File: src/rtl/proc_bench_pkg.sv
// proc_bench_pkg
//   Shared types for the processor run controller / writeback tracer.
//   - state_t       : controller phase (HOLD -> RUN -> STOP)
//   - trace_entry_t : trace record layout {addr, data, cycle} at the default
//                     widths; the controller declares the same layout at its
//                     own parameter widths and hands it to the FIFO as a type.
package proc_bench_pkg;

    typedef enum logic [1:0] {
        HOLD = 2'd0,
        RUN  = 2'd1,
        STOP = 2'd2
    } state_t;

    localparam int unsigned TRACE_ADDR_W = 3;
    localparam int unsigned TRACE_DATA_W = 16;
    localparam int unsigned TRACE_CYC_W  = 10;

    typedef struct packed {
        logic [TRACE_ADDR_W-1:0] addr;
        logic [TRACE_DATA_W-1:0] data;
        logic [TRACE_CYC_W-1:0]  cycle;
    } trace_entry_t;

endpackage

File: src/rtl/proc_bench_ctrl_if.sv
// proc_bench_ctrl_if
//   Trace drain port (valid/ready) between the controller and a host.
//   master : controller side, drives the head entry and trace_valid
//   slave  : host side, drives trace_ready
//   Signals: trace_valid, trace_ready, trace_addr[ADDR_W], trace_data[DATA_W],
//            trace_cycle[CYC_W]
interface proc_bench_ctrl_if #(
    parameter int unsigned DATA_W = 16,
    parameter int unsigned ADDR_W = 3,
    parameter int unsigned CYC_W  = 10
);
    logic              trace_valid;
    logic              trace_ready;
    logic [ADDR_W-1:0] trace_addr;
    logic [DATA_W-1:0] trace_data;
    logic [CYC_W-1:0]  trace_cycle;

    modport master (
        output trace_valid,
        output trace_addr,
        output trace_data,
        output trace_cycle,
        input  trace_ready
    );

    modport slave (
        input  trace_valid,
        input  trace_addr,
        input  trace_data,
        input  trace_cycle,
        output trace_ready
    );
endinterface

File: src/rtl/proc_bench_ctrl_trace_fifo.sv
// trace_fifo
//   Synchronous first-word-fall-through FIFO of DEPTH entries of type entry_t.
//   Ports:
//     clk, reset   : clock, synchronous active-high reset (clears pointers)
//     push_i       : write push_data_i; accepted when not full or when popping
//     push_data_i  : entry to write
//     pop_i        : consume head entry (ignored when empty)
//     head_o       : current head entry (stale contents when empty)
//     full_o       : DEPTH entries held
//     empty_o      : no entries held
import proc_bench_pkg::*;

module trace_fifo #(
    parameter int unsigned DEPTH   = 16,
    parameter type         entry_t = trace_entry_t
) (
    input  logic   clk,
    input  logic   reset,
    input  logic   push_i,
    input  entry_t push_data_i,
    input  logic   pop_i,
    output entry_t head_o,
    output logic   full_o,
    output logic   empty_o
);
    localparam int unsigned PTR_W = $clog2(DEPTH);

    entry_t           mem_q [DEPTH];
    logic [PTR_W-1:0] wr_ptr_q;
    logic [PTR_W-1:0] rd_ptr_q;
    logic [PTR_W:0]   count_q;
    logic             do_push;
    logic             do_pop;

    assign full_o  = (count_q == (PTR_W+1)'(DEPTH));
    assign empty_o = (count_q == '0);
    assign do_pop  = pop_i && !empty_o;
    // A full FIFO still takes a push when the head leaves in the same cycle.
    assign do_push = push_i && (!full_o || do_pop);
    assign head_o  = mem_q[rd_ptr_q];

    always_ff @(posedge clk) begin
        if (do_push) begin
            mem_q[wr_ptr_q] <= push_data_i;
        end
    end

    // Pointers wrap naturally: DEPTH is a power of two.
    always_ff @(posedge clk) begin
        if (reset) begin
            wr_ptr_q <= '0;
            rd_ptr_q <= '0;
            count_q  <= '0;
        end else begin
            if (do_push) begin
                wr_ptr_q <= wr_ptr_q + 1'b1;
            end
            if (do_pop) begin
                rd_ptr_q <= rd_ptr_q + 1'b1;
            end
            case ({do_push, do_pop})
                2'b10:   count_q <= count_q + 1'b1;
                2'b01:   count_q <= count_q - 1'b1;
                default: count_q <= count_q;
            endcase
        end
    end
endmodule

File: src/rtl/proc_bench_ctrl.sv
// proc_bench_ctrl
//   Run controller and writeback tracer for the pipelined processor.
//   Holds the core in reset for RST_CYCLES cycles, then runs it while counting
//   cycles and capturing every register writeback into a cycle-stamped trace
//   FIFO. The run stops on a halt (PC unchanged for HALT_CYCLES consecutive
//   samples) or on timeout; the FIFO stays drainable afterwards.
//   Ports:
//     clk, reset        : clock, synchronous active-high reset
//     pc_in             : processor PC
//     wb_en/addr/data   : processor register writeback stream
//     proc_reset        : reset to the processor core (active-high)
//     trace             : trace drain port (proc_bench_ctrl_if.master)
//     cycle_count       : RUN cycles elapsed
//     overflow          : sticky, a writeback was dropped on a full FIFO
//     done / timeout    : sticky halt / timeout flags
//     mirror_sel/data   : shadow register file read port
//   Macro PROC_BENCH_REGMIRROR_EN: when defined, adds a shadow register file fed
//   by the writeback stream in RUN; otherwise mirror_data is 0 and mirror_sel is
//   ignored.
import proc_bench_pkg::*;

module proc_bench_ctrl #(
    parameter  int unsigned DATA_W      = 16,
    parameter  int unsigned ADDR_W      = 3,
    parameter  int unsigned DEPTH       = 16,
    parameter  int unsigned RST_CYCLES  = 2,
    parameter  int unsigned TIMEOUT     = 1000,
    parameter  int unsigned HALT_CYCLES = 4,
    localparam int unsigned CYC_W       = $clog2(TIMEOUT + 1)
) (
    input  logic                 clk,
    input  logic                 reset,
    input  logic [DATA_W-1:0]    pc_in,
    input  logic                 wb_en,
    input  logic [ADDR_W-1:0]    wb_addr,
    input  logic [DATA_W-1:0]    wb_data,
    output logic                 proc_reset,
    proc_bench_ctrl_if.master    trace,
    output logic [CYC_W-1:0]     cycle_count,
    output logic                 overflow,
    output logic                 done,
    output logic                 timeout,
    input  logic [ADDR_W-1:0]    mirror_sel,
    output logic [DATA_W-1:0]    mirror_data
);
    localparam int unsigned HOLD_W = $clog2(RST_CYCLES + 1);
    localparam int unsigned STAB_W = $clog2(HALT_CYCLES + 1);

    typedef struct packed {
        logic [ADDR_W-1:0] addr;
        logic [DATA_W-1:0] data;
        logic [CYC_W-1:0]  cycle;
    } entry_t;

    state_t              state_q;
    logic [HOLD_W-1:0]   hold_q;
    logic [CYC_W-1:0]    cycle_q;
    logic [DATA_W-1:0]   pc_prev_q;
    logic                pc_prev_vld_q;
    logic [STAB_W-1:0]   stable_q;
    logic [STAB_W-1:0]   stable_d;
    logic                proc_reset_q;
    logic                overflow_q;
    logic                done_q;
    logic                timeout_q;

    logic                in_run;
    logic                capture;
    logic                pop;
    logic                pc_same;
    logic                halt_hit;
    logic                tmo_hit;
    logic                fifo_full;
    logic                fifo_empty;
    entry_t              fifo_head;
    entry_t              push_entry;

    assign in_run     = (state_q == RUN);
    assign capture    = in_run && wb_en;
    assign pop        = !fifo_empty && trace.trace_ready;
    assign push_entry = '{addr: wb_addr, data: wb_data, cycle: cycle_q};

    // The first RUN cycle has no valid previous PC, so it always counts as a change.
    assign pc_same  = pc_prev_vld_q && (pc_in == pc_prev_q);
    assign stable_d = pc_same ? stable_q + 1'b1 : '0;
    assign halt_hit = in_run && (stable_d == STAB_W'(HALT_CYCLES));
    assign tmo_hit  = in_run && (cycle_q == CYC_W'(TIMEOUT - 1));

    trace_fifo #(
        .DEPTH   (DEPTH),
        .entry_t (entry_t)
    ) u_fifo (
        .clk         (clk),
        .reset       (reset),
        .push_i      (capture),
        .push_data_i (push_entry),
        .pop_i       (pop),
        .head_o      (fifo_head),
        .full_o      (fifo_full),
        .empty_o     (fifo_empty)
    );

    always_ff @(posedge clk) begin
        if (reset) begin
            state_q       <= HOLD;
            hold_q        <= '0;
            cycle_q       <= '0;
            pc_prev_q     <= '0;
            pc_prev_vld_q <= 1'b0;
            stable_q      <= '0;
            proc_reset_q  <= 1'b1;
            overflow_q    <= 1'b0;
            done_q        <= 1'b0;
            timeout_q     <= 1'b0;
        end else begin
            case (state_q)
                HOLD: begin
                    // Counts RST_CYCLES edges, then releases on the following one.
                    if (hold_q == HOLD_W'(RST_CYCLES)) begin
                        state_q      <= RUN;
                        proc_reset_q <= 1'b0;
                    end else begin
                        hold_q <= hold_q + 1'b1;
                    end
                end
                RUN: begin
                    pc_prev_q     <= pc_in;
                    pc_prev_vld_q <= 1'b1;
                    stable_q      <= stable_d;
                    if (capture && fifo_full && !pop) begin
                        overflow_q <= 1'b1;
                    end
                    if (halt_hit) begin
                        done_q <= 1'b1;
                    end
                    if (tmo_hit) begin
                        timeout_q <= 1'b1;
                    end
                    // The count freezes at the value of the last RUN cycle.
                    if (halt_hit || tmo_hit) begin
                        state_q      <= STOP;
                        proc_reset_q <= 1'b1;
                    end else begin
                        cycle_q <= cycle_q + 1'b1;
                    end
                end
                STOP: begin
                    proc_reset_q <= 1'b1;
                end
                default: begin
                    state_q      <= HOLD;
                    proc_reset_q <= 1'b1;
                end
            endcase
        end
    end

    assign proc_reset        = proc_reset_q;
    assign cycle_count       = cycle_q;
    assign overflow          = overflow_q;
    assign done              = done_q;
    assign timeout           = timeout_q;

    assign trace.trace_valid = !fifo_empty;
    assign trace.trace_addr  = fifo_empty ? '0 : fifo_head.addr;
    assign trace.trace_data  = fifo_empty ? '0 : fifo_head.data;
    assign trace.trace_cycle = fifo_empty ? '0 : fifo_head.cycle;

`ifdef PROC_BENCH_REGMIRROR_EN
    logic [DATA_W-1:0] mirror_q [2**ADDR_W];

    // Written from the writeback stream regardless of FIFO occupancy.
    always_ff @(posedge clk) begin
        if (reset) begin
            mirror_q <= '{default: '0};
        end else if (capture) begin
            mirror_q[wb_addr] <= wb_data;
        end
    end

    assign mirror_data = mirror_q[mirror_sel];
`else
    logic unused_mirror_sel;
    assign unused_mirror_sel = ^mirror_sel;
    assign mirror_data       = '0;
`endif
endmodule

File: src/flat_wrapper.sv
// flat-port wrapper written by rule: the top's interface ports become plain ports
module proc_bench_ctrl_flat 
#(
    parameter  int unsigned DATA_W      = 16,
    parameter  int unsigned ADDR_W      = 3,
    parameter  int unsigned DEPTH       = 16,
    parameter  int unsigned RST_CYCLES  = 2,
    parameter  int unsigned TIMEOUT     = 1000,
    parameter  int unsigned HALT_CYCLES = 4,
    localparam int unsigned CYC_W       = $clog2(TIMEOUT + 1)
)
  (clk, reset, pc_in, wb_en, wb_addr, wb_data, proc_reset, cycle_count, overflow, done, timeout, mirror_sel, mirror_data, trace_trace_valid, trace_trace_addr, trace_trace_data, trace_trace_cycle, trace_trace_ready);
  proc_bench_ctrl_if #(.DATA_W(DATA_W), .ADDR_W(ADDR_W), .CYC_W(($clog2(TIMEOUT + 1)))) trace_i ();
  input  logic clk;
  input  logic reset;
  input  logic [DATA_W-1:0] pc_in;
  input  logic wb_en;
  input  logic [ADDR_W-1:0] wb_addr;
  input  logic [DATA_W-1:0] wb_data;
  output logic proc_reset;
  output logic [CYC_W-1:0] cycle_count;
  output logic overflow;
  output logic done;
  output logic timeout;
  input  logic [ADDR_W-1:0] mirror_sel;
  output logic [DATA_W-1:0] mirror_data;
  output wire logic [$bits(trace_i.trace_valid)-1:0] trace_trace_valid;
  output wire logic [$bits(trace_i.trace_addr)-1:0] trace_trace_addr;
  output wire logic [$bits(trace_i.trace_data)-1:0] trace_trace_data;
  output wire logic [$bits(trace_i.trace_cycle)-1:0] trace_trace_cycle;
  input wire logic [$bits(trace_i.trace_ready)-1:0] trace_trace_ready;
  assign trace_trace_valid = trace_i.trace_valid;
  assign trace_trace_addr = trace_i.trace_addr;
  assign trace_trace_data = trace_i.trace_data;
  assign trace_trace_cycle = trace_i.trace_cycle;
  assign trace_i.trace_ready = trace_trace_ready;
  proc_bench_ctrl #(.DATA_W(DATA_W), .ADDR_W(ADDR_W), .DEPTH(DEPTH), .RST_CYCLES(RST_CYCLES), .TIMEOUT(TIMEOUT), .HALT_CYCLES(HALT_CYCLES)) u_core (.clk(clk), .reset(reset), .pc_in(pc_in), .wb_en(wb_en), .wb_addr(wb_addr), .wb_data(wb_data), .proc_reset(proc_reset), .trace(trace_i), .cycle_count(cycle_count), .overflow(overflow), .done(done), .timeout(timeout), .mirror_sel(mirror_sel), .mirror_data(mirror_data));
endmodule
File: config.mk
export PLATFORM = sky130hd
export DESIGN_NAME = proc_bench_ctrl_flat
export DESIGN_NICKNAME = d
export VERILOG_FILES = /design/src/rtl/proc_bench_pkg.sv /design/src/rtl/proc_bench_ctrl_if.sv /design/src/rtl/proc_bench_ctrl_trace_fifo.sv /design/src/rtl/proc_bench_ctrl.sv /design/src/flat_wrapper.sv
export SDC_FILE = /design/constraint.sdc
export NUM_CORES = 1
export LEC_CHECK = 0
export CAP_MARGIN = 25
export CORE_MARGIN = 2
export CORE_UTILIZATION = 40
export DETAILED_ROUTE_END_ITERATION = 7
export PLACE_DENSITY = 0.62
export SETUP_SLACK_MARGIN = 0.15
export SLEW_MARGIN = 20
export SYNTH_ARGS = -nofsm -noshare
export SYNTH_HDL_FRONTEND = slang
export SYNTH_SLANG_ARGS = --single-unit
File: constraint.sdc
create_clock -name clk -period 4.9 [get_ports clk]
set_clock_uncertainty 0.05 [all_clocks]
set_input_delay 0.98 -clock clk [delete_from_list [all_inputs] [get_ports clk]]
set_output_delay 0.98 -clock clk [all_outputs]
set_load 0.1 [all_outputs]
After elaboration in Yosys (flattened, before gate mapping)
Memory sizes are Yosys's and may differ from the RTL's. A register that Yosys moved wholly into a read port is not among the register bits.
Index checks and enable logic that the tools add are counted.
W data, S select, Z words.

word-level totals
  bits in registers = 51
  latch bits = 0
  memory bits (writable) = 464
  ROM bits = 0
  output and inout port bits = 60
  word-level logic and storage cells = 74
  memories kept = 1

operators by class
  $add $sub $neg = 7
  $mul = 0
  div/mod/pow operators = 0
  $lt $le $gt $ge = 0
  equal/unequal tests = 11
  shift operators = 0
  mux-type cells = 15
  bitwise gates (word level) = 3
  reduce and logical (&&, ||, !) cells = 24

memory list
  memory               words  width  read ports  clocked after Yosys merged registers in  write ports  line                              source
  u_core.u_fifo.mem_q  16     29     1           1                                        1            proc_bench_ctrl_trace_fifo.sv:28  entry_t mem_q [DEPTH];

operators with widths
  kind                     count
  $eq A16 B16 Y1           1
  $mux W16                 1
  $reduce_and A2 Y1        6
  $add A10 B1 Y10 const B  1
  $eq A10 B10 Y1 const B   1
  $mux W10                 1
  $pmux W5 S2              1
  $logic_and A1 B1 Y1      9
  $add A4 B1 Y4 const B    2
  $mux W4                  2
  $eq A2 B2 Y1 const B     3
  $mux W3                  2
  $pmux W2 S3              1
  $add A5 B1 Y5 const B    1
  $eq A5 B5 Y1 const B     1
  $logic_not A5 Y1         1
  $sub A5 B1 Y5 const B    1
  $eq A2 B1 Y1 const B     2
  $mux W1                  4
  $mux W2                  2
  $add A3 B1 Y3 const B    1
  $eq A3 B3 Y1 const B     1
  $logic_not A1 Y1         3
  $not A1 Y1               3
  other kinds (8)          9

Depth between registers and ports, before layout
  depth after elaboration = 8
  mapped depth = 9
  depth with buffers taken out = 9

Modules after synthesis
Synthesis repeated with hierarchy kept, for this count alone.

second synthesis, totals
  cell total of the unflattened synthesis = 1109
  area, all modules = 20497.2 sq um

by module, submodules not included
  module           instances  cells each  area an instance (sq um)
  trace_fifo       1          837         18352.6
  proc_bench_ctrl  1          272         2144.6

Worst setup path before layout
No wires, ideal clock.

  path kind = input to register
  start point = in trace_trace_ready
  end point = mem u_core.u_fifo.mem_q[3][0] (netlist bit), enable pin
  library setup time = 0.451 ns
  arrival time = 3.396 ns
  required time = 4.399 ns
  slack = 1.002 ns
  stages on the path = 4
  buffers on the path = 1
  cells stage by stage = o311a_1 buf_6 nand2_1 nor3_1

between the ends
  longest elaborated chain between the ends = 6

RTL lines
  what                           line                              source
  start: declaration             flat_wrapper.sv:31                input wire logic [$bits(trace_i.trace_ready)-1:0] trace_trace_ready;
  $logic_and A1 B1 Y1            proc_bench_ctrl.sv:80             assign pop = !fifo_empty && trace.trace_ready;
  $logic_and A1 B1 Y1            proc_bench_ctrl_trace_fifo.sv:37  assign do_pop = pop_i && !empty_o;
  $logic_or A1 B1 Y1             proc_bench_ctrl_trace_fifo.sv:39  assign do_push = push_i && (!full_o || do_pop);
  $logic_and A1 B1 Y1            proc_bench_ctrl_trace_fifo.sv:39
  $mux W1                        proc_bench_ctrl_trace_fifo.sv:43  if (do_push) begin
  $mux W1 (not written as such)  proc_bench_ctrl_trace_fifo.sv:44  mem_q[wr_ptr_q] <= push_data_i;
  end: declaration               proc_bench_ctrl_trace_fifo.sv:28

Every way passes these cells.

==> flow_summary.ini <==
[outcome]
status = finished clean

[cells_and_area]
diodes = 0
layout-drive-gt1-share_pct = 26.76
area.growth.synth_to_final_pct = 16.33
layout.nets = 1174
fill_cells = 4196
final_cells = 1834

[logic_synthesis]
synth_flop_cell = edfxtp_1
synth.distinct_cells = 50
ys_seq_elements = 519
synth_common_cells = 464 x edfxtp_1, 145 x mux4_2, 55 x dfxtp_1, 46 x nand2_1, 38 x nor2_1
synth_edf_count = 464
yosys.area.top_type = edfxtp_1
synth_top_area_share_pct = 68.42
synth-seq-area-share_pct = 73.83
yosysWarnings = 0
async_flop_share_pct = 0
synth_most_common_cell = edfxtp_1
postSynthCellCount = 1003
postSynthAreaPerCell_um2 = 20.30
synth_area_leaders = edfxtp_1 68%, mux4_2 16%, dfxtp_1 5.4%
synth_area_um2 = 20360

[clock_network]
postCtsHoldBufs = 0
clock_latency_ns = 0.58
cts_inserted_buffers = 53
cts_resized = 0
clock_sinks = 519
cts_tree = done
cts_buffer_depth = 3
cts_setup_buffers = 0
clk_pin_slew_ns = 0.06
clockRootBuffer = clkbuf_16
htree_levels = 2

[die]
coreArea_um2 = 50170
die_y_um = 229.6
die_width_um = 229.6
io_pins = 102
die_area_um2 = 52730
start_util_pct = 40.59
num_rows = 82

[power_and_ir_drop]
p_per_area_nw_per_um2 = 520.7
ir_drop_uv = 326.3
power.total_mw = 12.34
leakage_nw = 7.405

[grt]
antenna_found_initial = 0
grt_max_degree = 61
overflow = 0
grt_usage_pct = 16.46
grt_pass1_vias = 10280
grt_pass1_wl_um = 64540

[sta]
final_hold_viol_count = 0
setup_viol = 0
grt_setup_unrepaired = no
finalSetupTns_ns = 0
slew_headroom_pct = 30.72
tightest_slew_ns = 1.036
setup_slack_ns = 0.6060
fin_crit_sh_pct = 87.63
max_freq_mhz = 232.9
min_period_ns = 4.294
drv_slew = 0

[setup_path]
path_max_fanout = 30
cp.arrival_ns = 3.26
criticalPathCategory = register to primary output
startpoint_type = register
required_ns = 3.87
cp-end-kind = primary output

[placed_design]
dpl.hpwl_um = 23370
place.gp.congestion = 0.7254
placedCellCount = 1737
pre_cts_ws_ns = 1.153
io_buffers = 82

[detailed_routing]
drtIter0Drc = 772
finalWirelength_um = 43010
wl_per_cell_um = 23.45
drc_errors = 0
detail_route.vias_per_cell = 5.332
routed-via-count = 9779
antenna_left = 0
dr.pass1.iters = 5

[min_path]
min-delay-path-class = register to register

[job]
max_cap_viol_count = 0
## flip-flops by register name, summed over array words and instances (netlist names), 2 cells and up, named ones only
signal and flops:
u_core.u_fifo.mem_q 464, u_core.hold_q 2, u_core.pc_prev_q 16, u_core.u_fifo.wr_ptr_q 4, u_core.cycle_count 10, u_core.u_fifo.rd_ptr_q 4
u_core.state_q 2, u_core.u_fifo.count_q 5, u_core.stable_q 3
## cell families (layout without fill, tap and decap cells)
kind of cell	Yosys count	after routing	synth area share, %
DFF	519	519	73.83
buffers and inverters	71	215	1.892
AOI/OAI and AO/OA	49	49	1.407
adders and majority gates	12	12	0.7741
muxes	154	154	16.56
xor gates and xnor gates	26	26	1.118
and+or+nand+nor	171	171	4.399
other	1	16	0.01841
## worst paths after layout
check	from	endpoint	slack, ns	cells past startpoint
worst max-delay path	register	trace_trace_cycle[5]	0.61	5
worst min-delay path	u_core.stable_q[1]	u_core.stable_q[1]	0.40	2
worst max register to register	u_core.u_fifo.count_q[0]	u_core.u_fifo.count_q[4]	1.92	9
worst min register to register	u_core.stable_q[1]	u_core.stable_q[1]	0.40	2
## power breakdown
group	switching, mW	total, mW	leakage, nW	internal [mW]
registers	0.154	5.07	4.65	4.91
logic	2.35	3.51	1.97	1.16
clock network	1.63	3.76	0.780	2.12
total	4.14	12.3	7.40	8.20
## placed cells by master, fill, tap and decap left out, drive strengths merged, types with 6 or more instances in the layout
cell and n:
clkinv 25, inv 6, nor3 9, nand3 8, dfxtp 55, conb 16, xnor2 9, edfxtp 464
nor2b 6, xor2 17, and2 30, ha 11, buf 61, clkbuf 65, nor2 39, mux4 145
nand2 46, nand2b 6, clkdlybuf4s50 52, a21oi 31
## per-stage QoR
| stage | hold WS [ns] | cell area (um2) | utilization (%) |
|---|---|---|---|
| 3_5_place_dp | 0.4000 | 22070 | 43.99 |
| 4_1_cts | 0.4087 | 23690 | 47.22 |
| 6_report | 0.4042 | 23690 | 47.22 |
| 2_1_floorplan | 0.3856 | 20420 | - |
| 5_1_grt | 0.4293 | 23690 | 47.22 |
| 3_3_place_gp | 0.3948 | 22050 | 43.95 |
## metal layers
| metal | vias to the layer above | GRT usage (%) | routed length (um) |
|---|---|---|---|
| li1 | 4279 | - | - |
| met2 | 240 | 27.47 | 21400 |
| met3 | 55 | 2.876 | 2221 |
| met1 | 5205 | 22.34 | 18560 |
| met4 | 0 | 4.566 | 834 |
| met5 | - | 0 | 0 |
## area by class of cell
type	count	area, um2	area share [%]
tap	672	840.8	3.549
clock inverter	32	226.5	0.9560
multi-input combinational	428	5116	21.60
clock buffer	65	1393	5.878
sequential	519	15040	63.50
timing repair buffer	113	1051	4.436
inverter	5	18.77	0.07922
## worst max-delay path, cell delays in order, from the launching register on
cell and delay, ns:
dfxtp_4 0.76, buf_4 0.40, mux4_2 0.55, mux4_2 0.47
and2_1 0.21, buf_4 0.24
No activity file was read; power rests on OpenSTA's default activity.
